[src/rtl/serial_pkg.sv]
// Shared definitions for the serial link (transmitting / receiving).
// Holds the frame state encoding, line-level constants and default sizes.
package serial_pkg;

   // Default character width and clocks per serial bit, shared by both ends.
   localparam int DEF_DATA_BITS  = 7;
   localparam int DEF_BIT_CYCLES = 16;

   // Line levels for the framing bits.
   localparam logic START_BIT = 1'b0;
   localparam logic STOP_BIT  = 1'b1;

   // Frame sequencing states.
   typedef enum logic [2:0] {
      IDLE,
      START,
      DATA,
      PARITY,
      STOP
   } state_t;

endpackage

[src/rtl/bit_timer.sv]
// Bit-period timer: counts 0..BIT_CYCLES-1 while enabled, wraps on each bit.
// Ports: clk, reset (async, active-high), enable, bit_done (wrap pulse).
module bit_timer
   import serial_pkg::*;
#(
   parameter int BIT_CYCLES = DEF_BIT_CYCLES
) (
   input  logic clk,
   input  logic reset,
   input  logic enable,
   output logic bit_done
);

   localparam int CW = (BIT_CYCLES > 1) ? $clog2(BIT_CYCLES) : 1;
   localparam logic [CW-1:0] LAST = CW'(BIT_CYCLES - 1);

   logic [CW-1:0] cnt;

   // High during the final clock of a bit, so the FSM moves on the wrap edge.
   assign bit_done = enable && (cnt == LAST);

   always_ff @(posedge clk or posedge reset) begin
      if (reset) begin
         cnt <= '0;
      end else if (!enable || cnt == LAST) begin
         cnt <= '0;
      end else begin
         cnt <= cnt + 1'b1;
      end
   end

endmodule

[src/rtl/transmitting.sv]
// Serial transmitter: start, DATA_BITS data bits LSB first, [parity], stop.
// Ports: clk, reset, data_in, load -> data_out, busy, char_sent.
// Define TX_PARITY_EN to include the even-parity bit after the data bits.
module transmitting
   import serial_pkg::*;
#(
   parameter int DATA_BITS  = DEF_DATA_BITS,
   parameter int BIT_CYCLES = DEF_BIT_CYCLES
) (
   input  logic                 clk,
   input  logic                 reset,
   input  logic [DATA_BITS-1:0] data_in,
   input  logic                 load,
   output logic                 data_out,
   output logic                 busy,
   output logic                 char_sent
);

   localparam int IW = $clog2(DATA_BITS + 1);
   localparam logic [IW-1:0] LAST_BIT = IW'(DATA_BITS - 1);

   state_t               state;
   logic [DATA_BITS-1:0] shift_q;
   logic [IW-1:0]        bit_idx;
   logic                 timer_en;
   logic                 bit_done;

`ifdef TX_PARITY_EN
   // Untouched copy of the character; parity never looks at live data_in.
   logic [DATA_BITS-1:0] char_q;
`endif

   assign timer_en = (state != IDLE);

   bit_timer #(
      .BIT_CYCLES(BIT_CYCLES)
   ) u_timer (
      .clk     (clk),
      .reset   (reset),
      .enable  (timer_en),
      .bit_done(bit_done)
   );

   // data_out is registered and always set to the level of the bit being
   // entered, so the line only moves on bit boundaries.
   always_ff @(posedge clk or posedge reset) begin
      if (reset) begin
         state     <= IDLE;
         shift_q   <= '0;
         bit_idx   <= '0;
         data_out  <= STOP_BIT;
         busy      <= 1'b0;
         char_sent <= 1'b0;
`ifdef TX_PARITY_EN
         char_q    <= '0;
`endif
      end else begin
         char_sent <= 1'b0;
         unique case (state)
            IDLE: begin
               if (load) begin
                  shift_q  <= data_in;
`ifdef TX_PARITY_EN
                  char_q   <= data_in;
`endif
                  state    <= START;
                  data_out <= START_BIT;
                  busy     <= 1'b1;
               end
            end
            START: begin
               if (bit_done) begin
                  state    <= DATA;
                  bit_idx  <= '0;
                  data_out <= shift_q[0];
               end
            end
            DATA: begin
               if (bit_done) begin
                  shift_q <= shift_q >> 1;
                  if (bit_idx == LAST_BIT) begin
`ifdef TX_PARITY_EN
                     state    <= PARITY;
                     data_out <= ^char_q;
`else
                     state    <= STOP;
                     data_out <= STOP_BIT;
`endif
                  end else begin
                     bit_idx  <= bit_idx + 1'b1;
                     data_out <= shift_q[1];
                  end
               end
            end
`ifdef TX_PARITY_EN
            PARITY: begin
               if (bit_done) begin
                  state    <= STOP;
                  data_out <= STOP_BIT;
               end
            end
`endif
            STOP: begin
               if (bit_done) begin
                  state     <= IDLE;
                  data_out  <= STOP_BIT;
                  busy      <= 1'b0;
                  char_sent <= 1'b1;
               end
            end
            default: begin
               state    <= IDLE;
               data_out <= STOP_BIT;
               busy     <= 1'b0;
            end
         endcase
      end
   end

endmodule

[config.mk]
export PLATFORM = sky130hd
export DESIGN_NAME = transmitting
export DESIGN_NICKNAME = d
export VERILOG_FILES = /design/src/rtl/serial_pkg.sv /design/src/rtl/bit_timer.sv /design/src/rtl/transmitting.sv
export SDC_FILE = /design/constraint.sdc
export NUM_CORES = 1
export LEC_CHECK = 0
export CORE_ASPECT_RATIO = 0.75
export CORE_MARGIN = 10
export CORE_UTILIZATION = 53
export CTS_CLUSTER_DIAMETER = 30
export DETAILED_ROUTE_END_ITERATION = 16
export HOLD_SLACK_MARGIN = 0.12
export PLACE_DENSITY = 0.76
export SYNTH_ARGS = -nofsm -noshare
export SYNTH_HDL_FRONTEND = slang
export SYNTH_HIERARCHICAL = 1
export SYNTH_SLANG_ARGS = --single-unit
[constraint.sdc]
create_clock -name clk -period 2.37 [get_ports clk]
set_input_delay 0.474 -clock clk [delete_from_list [all_inputs] [get_ports clk]]
set_output_delay 0.474 -clock clk [all_outputs]
set_load 0.05 [all_outputs]
==> flow_metrics.tcl, run 1 <==
set metrics [dict create \
    endpoint_kind "output port" \
    dieHeight_um 58.9 \
    crit_path_max_fanout 2 \
    cts_inserted_buffers 3 \
    critPathKind "reg -> out" \
    skew_ns 0.00610 \
    rows 13 \
    postCtsSetupBuffers 0 \
    outcome "finished, final reports clean" \
    root_buffer "clkbuf_4" \
    via_count 802 \
    clk_latency_ns 0.30 \
    hold_path.class "in -> async" \
    synthTopCellsByArea "dfrtp_1, mux2i_1, nand2_1" \
    post-route-util 0.680 \
    peakVddDrop_mv 0.390 \
    met2_usage 0.147 \
    boundaryPins 13 \
    nets 136 \
    fin_crit_sh 0.897 \
    p_leak_nw 0.532 \
    first_global_vias 770 \
    grt_use_met1 0.135 \
    fin_crit_ns 2.13 \
    dp_hpwl_um 1500 \
    clk_transition_reported_paths_ns 0.11 \
    ctsResizeCount 0 \
    grt_max_degree 17 \
    track_usage 0.104 \
    firstDrtPassIters 4 \
    wl_per_cell_um 14.1 \
    crit_slowest_cell "clkdlybuf4s50_1" \
    area_growth_pct 15.8 \
    cp_top_family "buffers and inverters" \
    synthesis.nets 121 \
    grt.overflow.total 0 \
    viasPerCell 5.57 \
    yosys.area.top_type_share 0.444 \
    cts_tree "built" \
    ctsHoldBuffers 0 \
    antenna_found_initial 0 \
    ys_warn_count 6 \
    tns_ns 0 \
    max_freq_ghz 0.470 \
    drtIter0Drc 77 \
    synth_area_per_cell_um2 9.91 \
    ys_seq_area_frac 0.469 \
    start_kind "flop" \
    die_area_um2 4230 \
    ant_nets 0 \
    cts_sinks 20 \
    grt_pass1_wl_um 3550 \
    layout_common_cells "dfrtp_1, nand2_1, clkdlybuf4s50_1, o21ai_0" \
    rsz0062_at_grt "false" \
    dp_cells 140 \
    initial_core_util 0.587 \
    synth_edf_count 0 \
    core_um2 1820 \
    n_antenna_cell 0 \
    arrival_ns 1.65 \
    synth_cell_types 38 \
    async_flop_share 1.00 \
    wl_um 2030 \
    pwr_density_cell_nw_per_um2 454 \
    finalSetupViolations 0 \
    hold_viol 0 \
    layout_commonest_cell "dfrtp_1" \
    required_ns 1.90 \
    drv_slew 0 \
    chipWidth_um 71.9 \
    crit_buf_inv 1 \
    yosys_most_used_dff "dfrtp_1" \
    hold_ws_ns 0.359 \
    slew-limit-headroom 0.589 \
    syn_inst 108 \
    gr-max-usage-layer "met2" \
    synth.cell_area_um2 1070 \
    maxCapViolCount 0 \
    critPathMaxStageDelay_ns 0.80 \
    drive_gt1_frac 0.131 \
    ctsHtreeMaxLevel 1 \
    tightestPinTransition_ns 0.615 \
    final_cell_count_no_fill 144 \
    io_buffers 12 \
    yosysTopAreaCell "dfrtp_1" \
    ys_ff_latch 20 \
    route.detailed.drc 0 \
    use_met3 0.0452 \
    clk_path_buf_depth 2 \
    path_cells "clkdlybuf4s50_1" \
    place.gp.congestion 0.809 \
]
## power breakdown
group	internal, W	switching, W
clock	0.0000938	0.000103
combinational	0.0000145	0.00000976
sequential	0.000341	0
## area by class of cell
cell class,instances,area [µm²]
Clock buffer,4,36.3
Inverter,6,22.5
Multi-Input combinational cell,77,508
Timing Repair Buffer,15,143
Tap cell,22,27.5
Fill cell,154,583
Sequential cell,20,502
## worst paths after layout
path,startpoint,end,slack [ns],cells past startpoint
hold reg to reg,shift_q[3]$_DFFE_PP0P_,shift_q[3]$_DFFE_PP0P_,0.49,2
max in group asynchronous,reset,shift_q[3]$_DFFE_PP0P_,1.41,2
setup reg to reg,state[2]$_DFFE_PP0P_,state[1]$_DFFE_PP0P_,0.29,6
hold / removal,reset,u_timer/cnt[1]$_DFF_PP0_,0.36,2
min in group clk,shift_q[3]$_DFFE_PP0P_,shift_q[3]$_DFFE_PP0P_,0.49,2
setup / recovery,data_out$_DFFE_PP1P_,data_out,0.24,1
## registers in the layout, indices dropped and copies added (netlist names)
signal	count
data_out	1
busy	1
u_timer/cnt	4
shift_q	7
bit_idx	3
state	3
char_sent	1
## metrics by stage
step           setup WS, ns  total power (W)  cell area (µm²)
6_report              0.244         0.000562             1240
5_1_grt               0.103         0.000590             1240
4_1_cts               0.222         0.000571             1240
3_5_place_dp          0.313         0.000373             1200
3_3_place_gp          0.375         0.000372             1200
2_1_floorplan         0.302         0.000355             1070
## per-layer routing
metal	up-vias	share of wire
met1	379	0.50
met2	10	0.44
met3	4	0.045
met5	-	0
li1	409	-
met4	0	0.016
## cells by family (layout without fill, tap and decap cells)
kind of cell,count (synthesis),in the layout,share of synthesized area
AOI/OAI and AO/OA,29,29,0.174
buffers and inverters,11,25,0.0561
and+or+nand+nor,36,36,0.177
DFF,20,20,0.469
adders and majority gates,3,3,0.0351
xor gates and xnor gates,1,1,0.00819
muxes,8,8,0.0807
## synth_stat cells (2+ instances only)
cell / n
ha_1: 3
nand3_1: 3
dfrtp_1: 19
nor2_1: 5
a22o_1: 2
o21ai_0: 10
inv_1: 6
and3_1: 2
buf_4: 3
a21oi_1: 6
mux2i_1: 6
nand2_1: 15
a31oi_1: 3
No activity file was read; power rests on OpenSTA's default activity.
==> run 2, diff against run 1 <==
==> constraint.sdc (replaced) <==
create_clock -name clk -period 2.37 [get_ports clk]
set_input_delay 0.474 -clock clk [delete_from_list [all_inputs] [get_ports clk]]
set_output_delay 0.474 -clock clk [all_outputs]
set_load 0.1 [all_outputs]
==> run 2 against run 1 <==
Cell count did not move; flip-flop and latch count unchanged; clock power decreased by 14%; count of clock-buffer cells in the layout unchanged; via count decreased by 3.4%; highest routed layer unchanged.
==> flow_metrics.tcl, run 2 (synthesized netlist as in run 1, its figures left out) <==
set metrics [dict create \
    p_leak_nw 0.530 \
    wl_per_cell_um 14.0 \
    cp_top_family "simple AND/OR/NAND/NOR gates" \
    initial_core_util 0.587 \
    top_register "shift_q" \
    ant_nets 0 \
    rsz0062_at_grt "false" \
    clk_latency_ns 0.30 \
    layout_common_cells "dfrtp_1, nand2_1, o21ai_0, clkdlybuf4s50_1" \
    drive_gt1_frac 0.148 \
    grt_pass1_wl_um 3480 \
    dp_hpwl_um 1520 \
    tns_ns 0 \
    maxCapViolCount 0 \
    required_ns 2.60 \
    place_area_um2 1190 \
    slew-limit-headroom 0.598 \
    die_area_um2 4230 \
    antenna_found_initial 0 \
    design_area_um2 1220 \
    n_antenna_cell 0 \
    start_kind "flop" \
    skew_ns 0.00156 \
    cts_inserted_buffers 3 \
    clk_path_buf_depth 2 \
    root_buffer "clkbuf_4" \
    nets 136 \
    tightestPinTransition_ns 0.603 \
    path_cells "or3_2 -> inv_1 -> nor2_1 -> and3_1 -> or3b_2 -> a21oi_1" \
    core_um2 1820 \
    place.gp.congestion 0.805 \
    crit_path_max_fanout 9 \
    drv_slew 0 \
    boundaryPins 13 \
    arrival_ns 2.30 \
    finalSetupViolations 0 \
    dieHeight_um 58.9 \
    wl_um 2010 \
    outcome "finished, final reports clean" \
    rows 13 \
    postCtsSetupBuffers 0 \
    fin_ws_ns 0.303 \
    fill_cells 145 \
    peakVddDrop_mv 0.434 \
    post-place-ws_ns 0.336 \
    ctsResizeCount 0 \
    hold_viol 0 \
    ctsHoldBuffers 0 \
    dp_cells 140 \
    max_freq_ghz 0.484 \
    crit_slowest_cell "dfrtp_1" \
    ctsHtreeMaxLevel 1 \
    area_growth_pct 14.2 \
    crit_buf_inv 1 \
    grt_max_degree 17 \
    firstDrtPassIters 4 \
    critPathMaxStageDelay_ns 0.47 \
    pwr_density_cell_nw_per_um2 438 \
    grt.overflow.total 0 \
    drtIter0Drc 32 \
    viasPerCell 5.38 \
    largest_reg_flops 7 \
    chipWidth_um 71.9 \
    hold_ws_ns 0.366 \
    via_count 775 \
    first_global_vias 783 \
    io_buffers 12 \
    route.detailed.drc 0 \
    final_cell_count_no_fill 144 \
    track_usage 0.101 \
    fin_crit_sh 0.872 \
    hold_path.class "in -> async" \
    clk_transition_reported_paths_ns 0.11 \
    critPathKind "reg -> reg" \
    largestRegisters "shift_q x7, u_timer/cnt x4" \
    fin_crit_ns 2.07 \
    endpoint_kind "flop" \
    cts_sinks 20 \
    layout_commonest_cell "dfrtp_1" \
    cts_tree "built" \
]
## run 2: layout make-up
cell class	count	area, µm²	share of cell area
well taps	22	27.5	0.0225
clock buffers	4	26.3	0.0215
inverters	6	22.5	0.0184
multi-input cells	77	508	0.416
flip-flops and latches	20	502	0.411
repair buffers	15	135	0.111
## run 2: report_power, final
part / internal [W] / leakage, nW / switching (W)
sequential: 0.000341 / 0.256 / 0
combinational: 0.0000145 / 0.259 / 0.0000101
clock: 0.0000657 / 0.0150 / 0.000103
## run 2: routing by layer
| metal | track usage | up-vias | share of wire |
|---|---|---|---|
| met3 | 0.0385 | 4 | 0.046 |
| met4 | 0.0248 | 0 | 0.0094 |
| met5 | 0 | - | 0 |
| met2 | 0.162 | 12 | 0.44 |
| li1 | - | 409 | - |
| met1 | 0.124 | 350 | 0.50 |
## run 2: final timing paths
path	cells after the start	slack, ns	to	from
worst min-delay path	2	0.37	u_timer/cnt[0]$_DFF_PP0_	reset
worst max-delay path	6	0.30	state[1]$_DFFE_PP0P_	state[2]$_DFFE_PP0P_
min in group clk	2	0.49	shift_q[3]$_DFFE_PP0P_	shift_q[3]$_DFFE_PP0P_
worst max register to register	6	0.30	state[1]$_DFFE_PP0P_	state[2]$_DFFE_PP0P_
worst min register to register	2	0.49	shift_q[3]$_DFFE_PP0P_	shift_q[3]$_DFFE_PP0P_
max in group asynchronous	2	1.43	state[1]$_DFFE_PP0P_	reset
## run 2: metrics by stage
| step | util | total power (W) |
|---|---|---|
| floorplan | - | 0.000355 |
| global placement | 0.656 | 0.000372 |
| detailed placement | 0.656 | 0.000373 |
| CTS | 0.670 | 0.000547 |
| global route | 0.670 | 0.000557 |
| finish | 0.670 | 0.000534 |
